===== config.mk =====
export PLATFORM = sky130hd
export DESIGN_NAME = hazard_scoreboard
export DESIGN_NICKNAME = d
export VERILOG_FILES = /design/src/rtl/hazard_scoreboard.sv
export SDC_FILE = /design/constraint.sdc
export NUM_CORES = 1
export LEC_CHECK = 0
export BUFFER_PORTS_ARGS = -buffer_cell sky130_fd_sc_hd__buf_4
export CAP_MARGIN = 15
export CORE_UTILIZATION = 40
export CTS_CLUSTER_SIZE = 10
export DETAILED_ROUTE_END_ITERATION = 8
export GPL_ROUTABILITY_DRIVEN = 0
export PLACE_DENSITY = 0.67
export SLEW_MARGIN = 10
export SYNTH_ARGS = -nofsm -noshare
export SYNTH_HDL_FRONTEND = slang
export SYNTH_SLANG_ARGS = --single-unit
export TNS_END_PERCENT = 5

===== constraint.sdc =====
create_clock -name clk -period 2.2 [get_ports clk]
set_input_delay 0.33 -clock clk [delete_from_list [all_inputs] [get_ports clk]]
set_output_delay 0.33 -clock clk [all_outputs]
set_load 0.01 [all_outputs]

===== src/rtl/hazard_scoreboard.sv =====
// hazard_scoreboard
//   Interlock unit that sits beside Decode of the in-order pipeline. Every
//   in-flight register write is tracked as a {valid, rd} tag that travels
//   E -> M -> ... -> WB alongside the real instruction. Decode is stalled on a
//   read-after-write hazard against any live tag. Wrong-path stages are flushed
//   on a taken jump. All tracking freezes while mem_stall is high.
//
//   Optional feature macro: HAZARD_FORWARD_EN
//     defined   : only a match in E stalls; matches in later stages are
//                 reported on fwd_sel1/fwd_sel2 as (stage index + 1).
//     undefined : any match stalls; fwd_sel1/fwd_sel2 are tied to 0.
//
// Ports
//   clk, reset                 clock, synchronous active-high reset
//   id_valid, id_rd_en         Decode holds an instruction; bit0 rs1 read, bit1 rs2 read
//   id_rs1, id_rs2             source registers
//   id_we, id_rd               Decode instruction writes id_rd
//   jump                       taken jump resolved in Execute this cycle
//   mem_stall                  external stall, freezes the pipeline
//   stall_F/D/E/M/WB           hold the stage registers
//   flush_D, flush_E           clear the stage register at the next edge
//   busy                       per-register pending-write mask
//   fwd_sel1, fwd_sel2         forwarding source select (0 = register file)
//   stall_cnt                  saturating count of hazard-stall cycles
module hazard_scoreboard #(
  parameter int NREGS = 32,
  parameter int AW    = 5,
  parameter int DEPTH = 3,
  parameter int CNT_W = 16
) (
  input  logic             clk,
  input  logic             reset,
  input  logic             id_valid,
  input  logic [1:0]       id_rd_en,
  input  logic [AW-1:0]    id_rs1,
  input  logic [AW-1:0]    id_rs2,
  input  logic             id_we,
  input  logic [AW-1:0]    id_rd,
  input  logic             jump,
  input  logic             mem_stall,
  output logic             stall_F,
  output logic             stall_D,
  output logic             stall_E,
  output logic             stall_M,
  output logic             stall_WB,
  output logic             flush_D,
  output logic             flush_E,
  output logic [NREGS-1:0] busy,
  output logic [2:0]       fwd_sel1,
  output logic [2:0]       fwd_sel2,
  output logic [CNT_W-1:0] stall_cnt
);

  logic [DEPTH-1:0] valid_q, valid_d;
  logic [AW-1:0]    rd_q [DEPTH];
  logic [AW-1:0]    rd_d [DEPTH];
  logic [CNT_W-1:0] stall_cnt_q, stall_cnt_d;

  logic [DEPTH-1:0] match1, match2;
  logic             hazard;
  logic [NREGS-1:0] busy_raw;
  logic [2:0]       fwd1_raw, fwd2_raw;

  // Decode-stage comparison against every live tag
  always_comb begin
    match1 = '0;
    match2 = '0;
    for (int k = 0; k < DEPTH; k++) begin
      match1[k] = valid_q[k] && (rd_q[k] == id_rs1) && (id_rs1 != '0) && id_rd_en[0];
      match2[k] = valid_q[k] && (rd_q[k] == id_rs2) && (id_rs2 != '0) && id_rd_en[1];
    end
  end

`ifdef HAZARD_FORWARD_EN
  // Only a producer still in E cannot be forwarded from.
  assign hazard = id_valid && (match1[0] || match2[0]);

  // Descending scan so the youngest (lowest index) matching stage wins.
  always_comb begin
    fwd1_raw = 3'd0;
    fwd2_raw = 3'd0;
    for (int k = DEPTH - 1; k >= 0; k--) begin
      if (match1[k]) fwd1_raw = 3'(k + 1);
      if (match2[k]) fwd2_raw = 3'(k + 1);
    end
  end
`else
  assign hazard   = id_valid && ((|match1) || (|match2));
  assign fwd1_raw = 3'd0;
  assign fwd2_raw = 3'd0;
`endif

  // Pending-write mask is the OR of all live tags
  always_comb begin
    busy_raw = '0;
    for (int k = 0; k < DEPTH; k++) begin
      if (valid_q[k]) busy_raw[rd_q[k]] = 1'b1;
    end
  end

  // Next tag state: shift one stage per unfrozen edge, load E from Decode
  always_comb begin
    valid_d     = valid_q;
    rd_d        = rd_q;
    stall_cnt_d = stall_cnt_q;
    if (!mem_stall) begin
      for (int k = DEPTH - 1; k >= 1; k--) begin
        valid_d[k] = valid_q[k-1];
        rd_d[k]    = rd_q[k-1];
      end
      if (jump || hazard || !id_valid) begin
        valid_d[0] = 1'b0;
        rd_d[0]    = '0;
      end else begin
        valid_d[0] = id_we && (id_rd != '0);
        rd_d[0]    = id_rd;
      end
      // A jump wins over the hazard, so that cycle is a flush, not a stall.
      if (hazard && !jump && (stall_cnt_q != '1)) stall_cnt_d = stall_cnt_q + CNT_W'(1);
    end
  end

  always_ff @(posedge clk) begin
    if (reset) begin
      valid_q     <= '0;
      rd_q        <= '{default: '0};
      stall_cnt_q <= '0;
    end else begin
      valid_q     <= valid_d;
      rd_q        <= rd_d;
      stall_cnt_q <= stall_cnt_d;
    end
  end

  // Outputs are held low for the whole reset cycle
  assign stall_F   = !reset && ((hazard && !jump) || mem_stall);
  assign stall_D   = stall_F;
  assign stall_E   = !reset && mem_stall;
  assign stall_M   = stall_E;
  assign stall_WB  = stall_E;
  assign flush_D   = !reset && jump && !mem_stall;
  assign flush_E   = !reset && (jump || hazard) && !mem_stall;
  assign busy      = reset ? '0 : busy_raw;
  assign fwd_sel1  = reset ? 3'd0 : fwd1_raw;
  assign fwd_sel2  = reset ? 3'd0 : fwd2_raw;
  assign stall_cnt = reset ? '0 : stall_cnt_q;

endmodule

# Word-level counts from Yosys, hierarchy flattened
# Index checks and enable logic that the tools add are counted.
[totals]
register_bits = 34
in_bits = 23
output_inout_bits = 61
wordCells = 80
[op_classes]
add_sub_neg = 1
order_cmp = 6
n_eq_ne = 7
muxes = 13
n_bitwise = 3
reduce_logical = 45
[ops]
columns = ["op", "n"]
rows = [
  ["$mux W32", 4],
  ["$or A32 B32 Y32", 2],
  ["$logic_and A1 B1 Y1", 31],
  ["$eq A5 B5 Y1", 6],
  ["$lt A5 B6 Y1 const B", 3],
  ["$add A16 B1 Y16 const B", 1],
  ["$mux W16", 1],
  ["$ne A16 B16 Y1 const B", 1],
  ["$demux W1 S5", 3],
  ["$ge A5 B1 Y1 const B", 3],
  ["$reduce_bool A5 Y1", 3],
  ["$reduce_or A3 Y1", 2],
  ["$mux W5", 1],
  ["$logic_not A1 Y1", 4],
  ["$logic_or A1 B1 Y1", 4],
  ["$mux W1", 4],
  ["$reduce_and A2 Y1", 1],
  ["$not A1 Y1", 1],
]

# Logic depth before layout (Yosys ltp)
[depth]
ltp_word = 10
depth_mapped = 9
ltp_nobuf = 8

# Worst setup path before layout
# No wires, ideal clock.
[synth_timing]
path_kind = "reg2reg"
from = "reg stall_cnt_q[0]"
to = "reg stall_cnt_q[14]"
setup_ps = 121
t_arrival_ps = 2178
path_slack_ps = -99
stages_incl_launch_ff = 10
synth_period_minus_slack_ps = 2299
path_cell_list = "dfxtp_1 > ha_1 > nand3_1 > nor3_1 > and4_1 > nand2b_1 > o32a_4 > buf_2 > nor4_1 > mux2_2"
[synth_via]
elab_chain_cells = 3
word_cells_on_any_way = 4
classes_between = "1 x add/sub; 1 x eq/ne; 2 x reduce/logical"
[synth_lines]
columns = ["element", "line", "rtl"]
rows = [
  ["from (decl)", "57", "logic [CNT_W-1:0] stall_cnt_q, stall_cnt_d;"],
  ["from (signal assigned)", "131", "stall_cnt_q <= stall_cnt_d;"],
  ["parallel branches: the longest is 3 deep, another holds $add A16 B1 Y16", "n/a", ""],
]
# Parallel ways; which one is timed is not known.
# A chain may end at the register's enable or synchronous reset.

# Worst setup path after layout
[layout_timing]
from = "reg rd_q[1] (netlist bit)"
to = "out stall_F"
[layout_via]
elab_chain_cells = 10
word_cells_on_any_way = 15
classes_between = "2 x eq/ne; 13 x reduce/logical"
[layout_lines]
columns = ["element", "line", "rtl"]
rows = [
  ["from (decl)", "55", "logic [AW-1:0] rd_q [DEPTH];"],
  ["from (signal assigned)", "130", "rd_q <= rd_d;"],
  ["$eq A5 B5 Y1 (on tied branches)", "69, 70", ""],
  ["$logic_and A1 B1 Y1 (on tied branches) (3 in series)", "69, 70", ""],
  ["$reduce_or A3 Y1", "88", "assign hazard = id_valid && ((|match1) || (|match2));"],
  ["$logic_or A1 B1 Y1 *", "88", ""],
  ["$logic_and A1 B1 Y1 *", "88", ""],
  ["$logic_and A1 B1 Y1 *", "136", "assign stall_F = !reset && ((hazard && !jump) || mem_stall);"],
  ["$logic_or A1 B1 Y1 *", "136", ""],
  ["$logic_and A1 B1 Y1 *", "136", ""],
  ["to (decl)", "41", "output logic stall_F,"],
]
# Mark *: on every way between the ends. The rest lies on a longest branch, timed or not.

==> flow_summary.yaml <==
outcome:
  run_status: "complete, but fails checks"
  failed_checks: "negative setup slack"
finish:
  num-fill-cells: 644
  post_route_cells_drive_above_1_share_pct: 37.73
  final_common_cell: "sky130_fd_sc_hd__buf_4"
  area_taken_by_multi_input_logic_gates_um2: 2203
  layout_common_cells: "sky130_fd_sc_hd__buf_4 (122), sky130_fd_sc_hd__nand2_1 (42), sky130_fd_sc_hd__nor2_1 (40)"
  syn2layout_area_growth_pct: 39.84
  antenna_diode_instance_count: 0
  fin_cells: 581
  design.final.nets: 508
  sequential_cell_area_um2: 686.9
grt:
  grt_max_degree: 31
  grt_pass1_vias: 3024
  initial_antenna_violation_count: 0
  globalRoute.totalOverflow: 0
  grt_util_all_layers_pct: 24.70
  grt_first_pass_wirelength_um: 14650
place:
  placedCellCount: 571
  pre_cts_slack_ns: -0.2216
  numPortBuffers: 77
  dp.final_hpwl_um: 6655
detailed_routing:
  wire_per_inst_um: 16.19
  drt-total-wl_um: 9404
  vias: 3203
  drcViolationCount: 0
  firstDrtPassIters: 5
  dr.first_iter.drc_count: 230
  route.detailed.vias_per_inst: 5.513
  final_antenna_net_count: 0
yosys:
  post_synth_adder_cell_area_pct: 0.4279
  largest_family_of_logic_cells_by_synthesized_area: "simple AND/OR/NAND/NOR gates"
  synth.mux.area_fraction_pct: 8.815
  yosysWarningCount: 0
  postSynthCellCount: 388
  post_synthesis_area_per_instance_um2: 7.536
  synth_simple_gate_area_share_pct: 32.05
  number_of_flip_flops_and_latches_in_the_synthesized_netlist: 34
  synth_cell_types: 43
  synthesis.area_um2: 2924
  synth_xor_area_share_pct: 9.585
  synth_area_in_compound_gates_pct: 17.93
  synth_ff_type: "sky130_fd_sc_hd__dfxtp_1"
  ys_async_sr_fraction_pct: 0
  yosysSeqAreaShare_pct: 23.28
  synth_edf_count: 0
timing:
  post-route-min-period_ns: 2.467
  finalSetupViolCount: 12
  worst_clock_skew_ns: 0.009165
  min_period_over_period_pct: 112.1
  final.setup.worst_slack_ns: -0.2670
  grt_setup_unrepaired: "yes"
  drv_slew: 0
  timing.slew.headroom_pct: 67.08
  max_slew.worst_pin.slew_ns: 0.4814
  final_hold_viols: 0
  fmaxAchievable_mhz: 405.3
clocking:
  maximum_level_of_the_cts_h_tree: 2
  cts_hold_buf: 0
  cts-buffers-inserted: 5
  clockRootBuffer: "sky130_fd_sc_hd__clkbuf_8"
  clk_pin_slew_worst_paths_ns: 0.07
  numClockSinks: 34
  clock_tree_from_tritoncts: "done"
  clk_path_buf_depth: 2
  clock_insertion_delay_worst_skew_ns: 0.29
floorplanning:
  cell_rows: 30
  die_area_um2: 7656
  num_io_pins: 84
  dieWidth_um: 87.50
  die_h_um: 87.50
  start_util_pct: 42.11
  core_region_area_um2: 6944
worst_hold_path:
  hold_class: "primary input to flip-flop"
power:
  pwr_density_nw_per_um2: 323.8
  worst_ir_drop_vdd_v: 0.0001953
  total_power_consumption_mw: 1.324
  leakage_nw: 1.824
critical_path:
  cp_slowest_stage_delay_ns: 0.35
  crit_type: "flip-flop to output pin"
  cp.arrival_ns: 2.14
  timing.critical_path.buf_inv: 2
  crit_path_start_kind: "flip-flop"
  cp_data_required_time_ns: 1.87
  critPathTopFamily: "simple AND/OR/NAND/NOR gates"
  crit_chain: "xor2_1 -> nor4_2 -> and3_1 -> buf_6 -> o31ai_4 -> nand2_2 -> a31oi_1 -> nor2_1 -> buf_4"
  timing.critical_path.to_type: "output pin"
  cp_slowest_cell: "sky130_fd_sc_hd__nor4_2"
  critical_path.max_fanout: 3
job:
  max_cap_violations: 0
-- cell type report --
class | instances | area share [%]
multi-input combinational | 313 | 53.89
timing repair buffer | 127 | 23.78
sequential | 34 | 16.80
tap | 96 | 2.938
clock buffer | 6 | 2.020
clock inverter | 2 | 0.3060
inverter | 3 | 0.2754
-- repair_timing --
action,4_1_cts,5_1_grt
pin swaps,11,3
setup endpoints to repair,20,39
buffers inserted,2,0
resized for setup,15,25
hold endpoints to repair,0,0
-- per-layer routing --
layer  part of all wire [%]  vias up  global-route usage (%)  routed length, µm
met4                    1.1        0                   8.048                104
met5                      0        -                       0                  0
li1                       -     1554                       -                  -
met2                     47      122                   40.34               4391
met3                    5.8       11                   2.938                547
met1                     46     1516                   33.79               4360
-- synth_stat cells, drive strengths merged (4+ instances only) --
| master | n | area share (%) |
|---|---|---|
| buf | 20 | 4.4 |
| or4 | 4 | 1.0 |
| nor4 | 9 | 2.4 |
| xor2 | 25 | 7.5 |
| and3b | 9 | 2.7 |
| nor2b | 16 | 3.4 |
| a22o | 5 | 1.5 |
| nor3b | 14 | 3.6 |
| a21oi | 29 | 5.0 |
| nand3 | 4 | 0.68 |
| a222oi | 4 | 1.4 |
| a22oi | 28 | 7.2 |
| dfxtp | 34 | 23 |
| and3 | 13 | 3.0 |
| clkbuf | 23 | 3.0 |
| mux2 | 11 | 4.4 |
| mux2i | 13 | 4.4 |
| nor3 | 13 | 2.2 |
| xnor2 | 7 | 2.1 |
| nand2 | 43 | 5.5 |
| nor2 | 40 | 5.1 |
-- report_power, final --
part / switching [mW] / total (mW) / internal, mW
logic: 0.112 / 0.202 / 0.0896
registers: 0.00582 / 0.625 / 0.620
clock network: 0.245 / 0.497 / 0.252
-- kinds of logic (layout without fill, tap and decap cells) --
group                      Yosys count  in the layout
adders and majority gates            1              1
xor gates and xnor gates            32             32
other                                1              6
DFF                                 34             34
and+or+nand+nor                    174            174
buffers and inverters               46            138
AOI/OAI and AO/OA                   76             76
muxes                               24             24
-- stage by stage --
| step | area (µm²) | setup TNS [ns] | hold slack (ns) | utilization, % |
|---|---|---|---|---|
| 6_report | 4089 | -1.189 | 0.2566 | 58.88 |
| 5_1_grt | 4089 | -3.080 | 0.2721 | 58.88 |
| 4_1_cts | 3970 | -0.9782 | 0.2538 | 57.17 |
| 3_5_place_dp | 3796 | -2.848 | 0.5446 | 54.67 |
| 3_3_place_gp | 3796 | -2.374 | 0.5317 | 54.67 |
| 2_1_floorplan | 2954 | -0.07691 | 0.4557 | - |
-- path summary, 6_finish.rpt --
| kind | startpoint | end | slack, ns | depth (start not counted) |
|---|---|---|---|---|
| max reg2reg | stall_cnt_q[7] | stall_cnt_q[5] | -0.09 | 7 |
| min reg2reg | stall_cnt_q[9] | stall_cnt_q[9] | 0.56 | 2 |
| max | rd_q[1] | stall_F | -0.27 | 9 |
| min | id_rd[0] | rd_q[10] | 0.26 | 2 |
-- worst reg2reg max path, delay by kind of cell, from the launching register on --
family / cells / cell delay [ns]
muxes: 1 / 0.31
AOI/OAI and AO/OA: 1 / 0.43
DFF: 1 / 0.32
and+or+nand+nor: 5 / 1.14
-- state kept, by name, summed over array words and instances, names as in the netlist --
signal       cells
stall_cnt_q     16
rd_q            15
valid_q          3
Note: power is estimated with default switching activity, not from simulation.
